### src/rtl/mips_pkg.sv
// Shared MIPS decode constants and the IF/ID next-state action type.
package mips_pkg;

    localparam logic [31:0] NOP_INSTR = 32'h0000_0000;
    localparam logic [4:0]  REG_ZERO  = 5'd0;

    localparam int RS_HI  = 25;
    localparam int RS_LO  = 21;
    localparam int RT_HI  = 20;
    localparam int RT_LO  = 16;
    localparam int RD_HI  = 15;
    localparam int RD_LO  = 11;
    localparam int IMM_HI = 15;
    localparam int IMM_LO = 0;

    typedef enum logic [1:0] {
        ACT_LOAD  = 2'd0,
        ACT_HOLD  = 2'd1,
        ACT_FLUSH = 2'd2
    } ifid_action_t;

    function automatic logic [31:0] sign_extend16(input logic [15:0] imm);
        return {{16{imm[15]}}, imm};
    endfunction

endpackage

### src/rtl/hazard_detect.sv
// Load-use hazard comparator: a valid ID instruction reading the register an in-flight load writes.
module hazard_detect
    import mips_pkg::*;
(
    input  logic       ID_EX_MemRead,
    input  logic [4:0] ID_EX_rt,
    input  logic [4:0] rs,
    input  logic [4:0] rt,
    input  logic       valid,
    output logic       stall
);

    logic w_rt_nonzero;
    logic w_src_match;

    // $0 is hard-wired, so a load targeting it can never create a real dependency.
    assign w_rt_nonzero = (ID_EX_rt != REG_ZERO);
    assign w_src_match  = (ID_EX_rt == rs) || (ID_EX_rt == rt);
    assign stall        = valid && ID_EX_MemRead && w_rt_nonzero && w_src_match;

endmodule

### src/rtl/if_id_stage.sv
// IF/ID pipeline register with field decode, load-use stall, branch flush and saturating event counters.
module if_id_stage #(
    parameter int STALL_CNT_W = 16
) (
    input  logic                   clk,
    input  logic                   reset,
    input  logic [31:0]            PC_plus4_in,
    input  logic [31:0]            Instr_in,
    input  logic                   ID_EX_MemRead,
    input  logic [4:0]             ID_EX_rt,
    input  logic                   Branch_taken,
    output logic [31:0]            PC_plus4_out,
    output logic [31:0]            Instr_out,
    output logic [4:0]             rs_out,
    output logic [4:0]             rt_out,
    output logic [4:0]             rd_out,
    output logic [31:0]            sign_ext_out,
    output logic                   valid_out,
    output logic                   PCWrite,
    output logic                   ctrl_bubble,
    output logic [STALL_CNT_W-1:0] stall_cnt,
    output logic [STALL_CNT_W-1:0] flush_cnt
);
    import mips_pkg::*;

    logic [31:0]            r_instr;
    logic [31:0]            r_pc_plus4;
    logic                   r_valid;
    logic [STALL_CNT_W-1:0] r_stall_cnt;
    logic [STALL_CNT_W-1:0] r_flush_cnt;

    logic                   w_stall;
    ifid_action_t           w_action;

    hazard_detect u_hazard_detect (
        .ID_EX_MemRead (ID_EX_MemRead),
        .ID_EX_rt      (ID_EX_rt),
        .rs            (r_instr[RS_HI:RS_LO]),
        .rt            (r_instr[RT_HI:RT_LO]),
        .valid         (r_valid),
        .stall         (w_stall)
    );

    // A taken branch makes the fetched word wrong-path, so it beats a pending stall.
    always_comb begin
        w_action = ACT_LOAD;
        if (Branch_taken) begin
            w_action = ACT_FLUSH;
        end else if (w_stall) begin
            w_action = ACT_HOLD;
        end
    end

    always_ff @(posedge clk) begin
        if (reset) begin
            r_instr    <= NOP_INSTR;
            r_pc_plus4 <= 32'h0;
            r_valid    <= 1'b0;
        end else begin
            case (w_action)
                ACT_FLUSH: begin
                    r_instr    <= NOP_INSTR;
                    r_pc_plus4 <= PC_plus4_in;
                    r_valid    <= 1'b0;
                end
                ACT_LOAD: begin
                    r_instr    <= Instr_in;
                    r_pc_plus4 <= PC_plus4_in;
                    r_valid    <= 1'b1;
                end
                default: begin
                    r_instr    <= r_instr;
                    r_pc_plus4 <= r_pc_plus4;
                    r_valid    <= r_valid;
                end
            endcase
        end
    end

    // Counters stick at all-ones so long runs never read back as small values.
    always_ff @(posedge clk) begin
        if (reset) begin
            r_stall_cnt <= '0;
            r_flush_cnt <= '0;
        end else begin
            if ((w_action == ACT_HOLD) && (r_stall_cnt != '1)) begin
                r_stall_cnt <= r_stall_cnt + STALL_CNT_W'(1);
            end
            if ((w_action == ACT_FLUSH) && (r_flush_cnt != '1)) begin
                r_flush_cnt <= r_flush_cnt + STALL_CNT_W'(1);
            end
        end
    end

    assign Instr_out    = r_instr;
    assign PC_plus4_out = r_pc_plus4;
    assign valid_out    = r_valid;
    assign stall_cnt    = r_stall_cnt;
    assign flush_cnt    = r_flush_cnt;

    assign rs_out       = r_instr[RS_HI:RS_LO];
    assign rt_out       = r_instr[RT_HI:RT_LO];
    assign rd_out       = r_instr[RD_HI:RD_LO];
    assign sign_ext_out = sign_extend16(r_instr[IMM_HI:IMM_LO]);

    assign PCWrite      = ~w_stall | Branch_taken;
    assign ctrl_bubble  = w_stall | ~r_valid;

endmodule
### config.mk
export PLATFORM = sky130hd
export DESIGN_NAME = if_id_stage
export DESIGN_NICKNAME = d
export VERILOG_FILES = /design/src/rtl/mips_pkg.sv /design/src/rtl/hazard_detect.sv /design/src/rtl/if_id_stage.sv
export SDC_FILE = /design/constraint.sdc
export NUM_CORES = 1
export LEC_CHECK = 0
export ABC_AREA = 1
export CAP_MARGIN = 30
export CORE_MARGIN = 8
export CORE_UTILIZATION = 30
export CTS_CLUSTER_DIAMETER = 120
export DETAILED_ROUTE_END_ITERATION = 8
export PLACE_DENSITY = 0.59
export SYNTH_ARGS = -nofsm -noshare
export SYNTH_HDL_FRONTEND = slang
export SYNTH_SLANG_ARGS = --single-unit
export TNS_END_PERCENT = 5
### constraint.sdc
create_clock -name clk -period 4.3 [get_ports clk]
set_input_delay 0.43 -clock clk [delete_from_list [all_inputs] [get_ports clk]]
set_output_delay 0.43 -clock clk [all_outputs]
set_load 0.02 [all_outputs]
==> flow_summary.toml, run 1 <==
[critical_path]
endpoint_kind = "output pin"
arrival_ps = 2560
worstPathRequired_ps = 3870
crit_type = "input pin to output pin"
critPathSlowestCell = "clkdlybuf4s50_1"
crit_family = "buffers and inverters"
start_kind = "input pin"
critPathBufInv = 3
crit_path_max_fanout = 36
worstReg2RegStart = "Instr_out[20]"
crit_chain = "clkdlybuf4s50_1, inv_2, nand2_1, nand2_1, nor2_1, nand3_1, nand2_2, nand3_4, clkdlybuf4s50_1"
max_stage_delay_ps = 690
crit_start = "ID_EX_rt[4]"

[synth]
netlist_instances = 639
synth_area_per_cell_um2 = 7.06
ys_types = 27
ys_seq_area_share_pct = 43.1
yosysTopAreaCellShare_pct = 43.1
synth.net_count = 714
synth.area.top_cells = "dfxtp_1 (43%), nand2_1 (19%), a21oi_1 (10%)"
synth_top_area_cell = "dfxtp_1"
netlist_area_um2 = 4510
ys_seq_elements = 97
yosys_warnings = 0

[clock_network]
hold_buffers = 0
cts_max_level = 3
cts-root-buf = "clkbuf_16"
cts_tree = "yes"
cts_resized = 0
clock_latency_ps = 340
post-cts-setup-buffers = 0
cts_max_path_buffers = 2
cts_buffers = 9
clock-sinks = 97
clkTransAtPathRegs_ps = 60

[detailed_routing]
drcViolationCount = 0
antenna_left = 0
wl_per_cell_um = 14.4
num_vias = 4506
drtIter0Drc = 204
wirelength_um = 14300
drtPass1Iterations = 4
met3WireLength_um = 1470
dr.max_layer_used = "met4"
wl_met1_um = 6300
viasPerCell = 4.55
dr_wl_met2_um = 6310

[global_route]
grt_util_all_layers_pct = 14.5
overflow = 0
grt_pass1_wl_um = 23200
grt_max_degree = 86
antenna_found_initial = 0
grt_pass1_vias = 4481

[floorplan]
die_h_um = 139
rows = 45
ioPinCount = 219
die_area_um2 = 19200
die_w_um = 139
core_area_um2 = 14900
initial_core_util_pct = 30.2

[layout]
fin_nets = 873
layout_common_cells = "nand2_1 (223), clkdlybuf4s50_1 (217), dfxtp_1 (97)"
layout-drive-gt1-share_pct = 3.49
synthToLayoutAreaGrowth_pct = 49.9
final_common_cell = "nand2_1"
stdcell_count = 990
insertedDiodeCount = 0

[outcome]
status = "completed"

[placed_design]
gp_congestion = 0.838
dpl.hpwl_um = 10700
placed_cells = 975
portBuffers = 218

[timing]
worstMarginPinSlew_ps = 900
fin_crit_ps = 2990
setup-tns-final_ps = 0
finClkSkew_ps = 8.54
post-route-period-util_pct = 69.4
relSlewSlack_pct = 40.0
slew_viol_final = 0
hold_viol_final = 0
grt_setup_unrepaired = "false"
hold_slack_ps = 461
setup_violations = 0
fmax_mhz = 335

[pwr]
vdd_drop_max_mv = 0.188
switchingPower_mw = 0.502
p_leak_nw = 2.54
internal-power_mw = 1.56
sw_frac_of_total_pct = 24.4
p_per_area_nw_per_um2 = 304
pwr-share-seq_pct = 46.4
power_frac_comb_pct = 15.0
clkPwrFrac_pct = 38.6
totalPowerFinal_mw = 2.06

[worst_hold_path]
hold_start = "PC_plus4_out[6]"
hp-class = "flop to flop"

[flow_run]
drv_cap = 0
synthesized netlist by cell type:
cell / instances
nand2_1: 223
dfxtp_1: 97
a21oi_1: 90
buf_4: 53
nor2_1: 40
inv_1: 38
clkbuf_1: 17
nand3_1: 16
o21ai_0: 11
xor2_1: 11
nor3_1: 9
inv_2: 6
xnor2_1: 6
nand4_1: 5
buf_2: 3
ha_1: 2
nand3b_1: 2
a21oi_2: 1
and3_1: 1
buf_1: 1
nand2_2: 1
nand3_4: 1
nand4_2: 1
nor2_4: 1
nor3b_1: 1
nor4_1: 1
o21bai_1: 1
metal layers:
layer	vias up	GRT usage, %
met3	12	6.78
met4	0	5.03
met5	-	0
li1	2283	-
met1	2044	16.8
met2	167	23.1
worst min-delay path, cell delays in order, from the launching register on:
cell,delay (ps)
dfxtp_1,310
nand2_1,60
a21oi_1,50
cell families (layout without fill, tap and decap cells):
logic type | Yosys count | count (layout) | synth area share, %
compound gates | 103 | 103 | 11.6
xor+xnor | 17 | 17 | 3.30
fa+ha+maj | 2 | 2 | 0.555
buf+inv | 118 | 281 | 14.3
flops | 97 | 97 | 43.1
simple gates | 302 | 302 | 27.2
power groups by stage:
stage / Clock, mW / Sequential (mW) / Combinational (mW)
after floorplan: 0 / 1.01 / 0.113
after global placement: 0 / 0.974 / 0.310
after detailed placement: 0 / 0.975 / 0.312
after CTS: 0.823 / 0.955 / 0.313
after global routing: 0.855 / 0.959 / 0.331
final: 0.795 / 0.955 / 0.308
layout make-up:
class	count	area, µm²
Clock buffer	13	250
Clock inverter	2	38.8
Fill cell	1456	8160
Inverter	44	165
Multi-Input combinational cell	424	1920
Sequential cell	97	1940
Tap cell	188	235
Timing Repair Buffer	222	2210
sequential cells by signal, indices dropped and copies added (netlist names):
register,flops
PC_plus4_out,32
flush_cnt,16
stall_cnt,16
valid_out,1
Instr_out,32
stage by stage:
step,area (µm²),utilization [%],setup WS (ps)
after floorplan,4510,-,2500
after global placement,6470,43.4,1240
after detailed placement,6470,43.4,1150
after CTS,6760,45.3,1290
after global routing,6760,45.3,1130
final,6760,45.3,1310
final timing paths:
path,end,slack [ps],cells past startpoint
setup / recovery,PCWrite,1310,9
setup reg to reg,Instr_out[24],1730,11
hold reg to reg,PC_plus4_out[6],460,2
hold / removal,PC_plus4_out[6],460,2
(Power assumes the default switching activity.)
==> run 2: changes to the inputs <==
--- a/config.mk
+++ b/config.mk
@@ -11,7 +11,7 @@
 export CORE_UTILIZATION = 30
 export CTS_CLUSTER_DIAMETER = 120
 export DETAILED_ROUTE_END_ITERATION = 8
-export PLACE_DENSITY = 0.59
+export PLACE_DENSITY = 0.62
 export SYNTH_ARGS = -nofsm -noshare
 export SYNTH_HDL_FRONTEND = slang
 export SYNTH_SLANG_ARGS = --single-unit
==> constraint.sdc (replaced) <==
create_clock -name clk -period 2.6 [get_ports clk]
set_input_delay 0.26 -clock clk [delete_from_list [all_inputs] [get_ports clk]]
set_output_delay 0.26 -clock clk [all_outputs]
set_load 0.02 [all_outputs]
==> flow_summary.toml, run 2 (synthesis gave the netlist of run 1 again) <==
[layout]
fill_cells = 1485
synthToLayoutAreaGrowth_pct = 52.0
fin_util_pct = 45.9
fin_nets = 878
layout-drive-gt1-share_pct = 4.46
ff_latch_area_um2 = 1940
insertedDiodeCount = 0
layout_common_cells = "nand2_1 (223), clkdlybuf4s50_1 (217), dfxtp_1 (97)"
multiInputGateArea_um2 = 1920
final_common_cell = "nand2_1"
stdcell_area_um2 = 6850

[critical_path]
arrival_ps = 2060
crit_chain = "clkdlybuf4s50_1, inv_2, nand2_1, nand2_1, nor2_1, nand3_1, nand2_2, nand2_1, nand2_1, clkdlybuf4s50_1"
endpoint_kind = "output pin"
worstReg2RegStart = "stall_cnt[0]"
start_kind = "input pin"
critPathSlowestCell = "clkdlybuf4s50_1"
crit_type = "input pin to output pin"
critical_path.most_common_cell = "nand2_1"
rr_worst_depth = 10
ff2ff_setup_slack_ps = 610
worstPathRequired_ps = 2340
crit_path_max_fanout = 4
r2r-end = "stall_cnt[3]"
max_stage_delay_ps = 600

[timing]
grt_setup_unrepaired = "false"
relSlewSlack_pct = 62.0
hold_viol_final = 0
finClkSkew_ps = 11.6
setup_violations = 0
worstMarginPinSlew_ps = 565
slew_viol_final = 0
fin_crit_ps = 2320
setup-tns-final_ps = 0
post-route-period-util_pct = 89.2
fmax_mhz = 431

[global_route]
use_met1_pct = 16.8
grt_max_degree = 86
met2_usage_pct = 21.8
overflow = 0
grt_pass1_vias = 4192
grt_pass1_wl_um = 22500
antenna_found_initial = 0
use_met3_pct = 7.12
grt_util_all_layers_pct = 14.2
busiest_layer = "met2"

[floorplan]
core_area_um2 = 14900
rows = 45
ioPinCount = 219
initial_core_util_pct = 30.2
die_h_um = 139
die_w_um = 139
die_area_um2 = 19200

[clock_network]
cts_tree = "yes"
clock_latency_ps = 340
cts_buffers = 9
cts_max_path_buffers = 2
cts_max_level = 3
hold_buffers = 0
clkTransAtPathRegs_ps = 70
cts_resized = 0
post-cts-setup-buffers = 0
clock-sinks = 97
cts-root-buf = "clkbuf_16"

[placed_design]
placed_area_um2 = 6550
portBuffers = 218
gp_congestion = 0.784
dpl.hpwl_um = 10300

[pwr]
power_frac_comb_pct = 14.8
vdd_drop_max_mv = 0.283
pwr-share-seq_pct = 45.4
switchingPower_mw = 0.864
p_per_area_nw_per_um2 = 507
p_leak_nw = 2.58
sw_frac_of_total_pct = 24.9
clkPwrFrac_pct = 39.8
internal-power_mw = 2.61

[worst_hold_path]
hp-class = "input pin to flop"
hold_start = "reset"
whs_path_depth = 3
min_to = "PC_plus4_out[26]"

[detailed_routing]
wirelength_um = 14000
antenna_left = 0
drtIter0Drc = 166
drcViolationCount = 0
drtPass1Iterations = 4
wl_per_cell_um = 14.0
viasPerCell = 4.42
num_vias = 4404

[outcome]
status = "completed"

[flow_run]
drv_cap = 0
-- run 2: cell types whose count changed in the layout (fill, tap and decap cells not counted) --
cell | before | now
buf_12 | 0 | 3
buf_4 | 4 | 6
clkbuf_1 | 3 | 1
clkbuf_8 | 1 | 2
clkinv_2 | 0 | 1
clkinvlp_4 | 0 | 1
-- run 2: power groups by stage --
stage                     Sequential [mW]  Clock, mW  Combinational [mW]
after floorplan                      1.67          0               0.187
after global placement               1.61          0               0.521
after detailed placement             1.61          0               0.519
after CTS                            1.58       1.43               0.522
after global routing                 1.58       1.48               0.555
final                                1.58       1.38               0.515
-- run 2: worst max-delay path: cells and delay by family --
| kind | cells | cell delay [ps] |
|---|---|---|
| and+or+nand+nor | 7 | 580 |
| buffers and inverters | 3 | 1210 |
-- run 2: area by class of cell --
class                      instances  area share, %
timing repair buffer             227           33.3
sequential                        97           28.3
multi-input combinational        424           28.0
clock buffer                      12           3.74
tap                              188           3.43
inverter                          44           2.41
clock inverter                     4          0.748
-- run 2: layer usage --
layer	vias to the layer above	part of all wire [%]
met4	0	1.3
met1	1926	44
met2	166	44
li1	2298	-
met5	-	0
met3	14	11
-- run 2: metrics by stage --
step	total power [mW]	setup slack, ps	hold slack [ps]	std cells
finish	3.47	282	423	996
global route	3.62	168	438	996
CTS	3.53	286	417	996
detailed placement	2.13	296	453	980
global placement	2.13	308	448	980
floorplan	1.85	854	332	639
-- run 2: worst max path at each step --
stage / start / end / slack [ps] / cells past startpoint
after floorplan: flush_cnt[1] / flush_cnt[5] / 850 / 8
after global placement: ID_EX_rt[4] / ctrl_bubble / 310 / 10
after detailed placement: ID_EX_rt[4] / ctrl_bubble / 300 / 10
final: ID_EX_rt[4] / ctrl_bubble / 280 / 10
after CTS: ID_EX_rt[4] / ctrl_bubble / 290 / 10
after global routing: Instr_out[18] / ctrl_bubble / 170 / 9
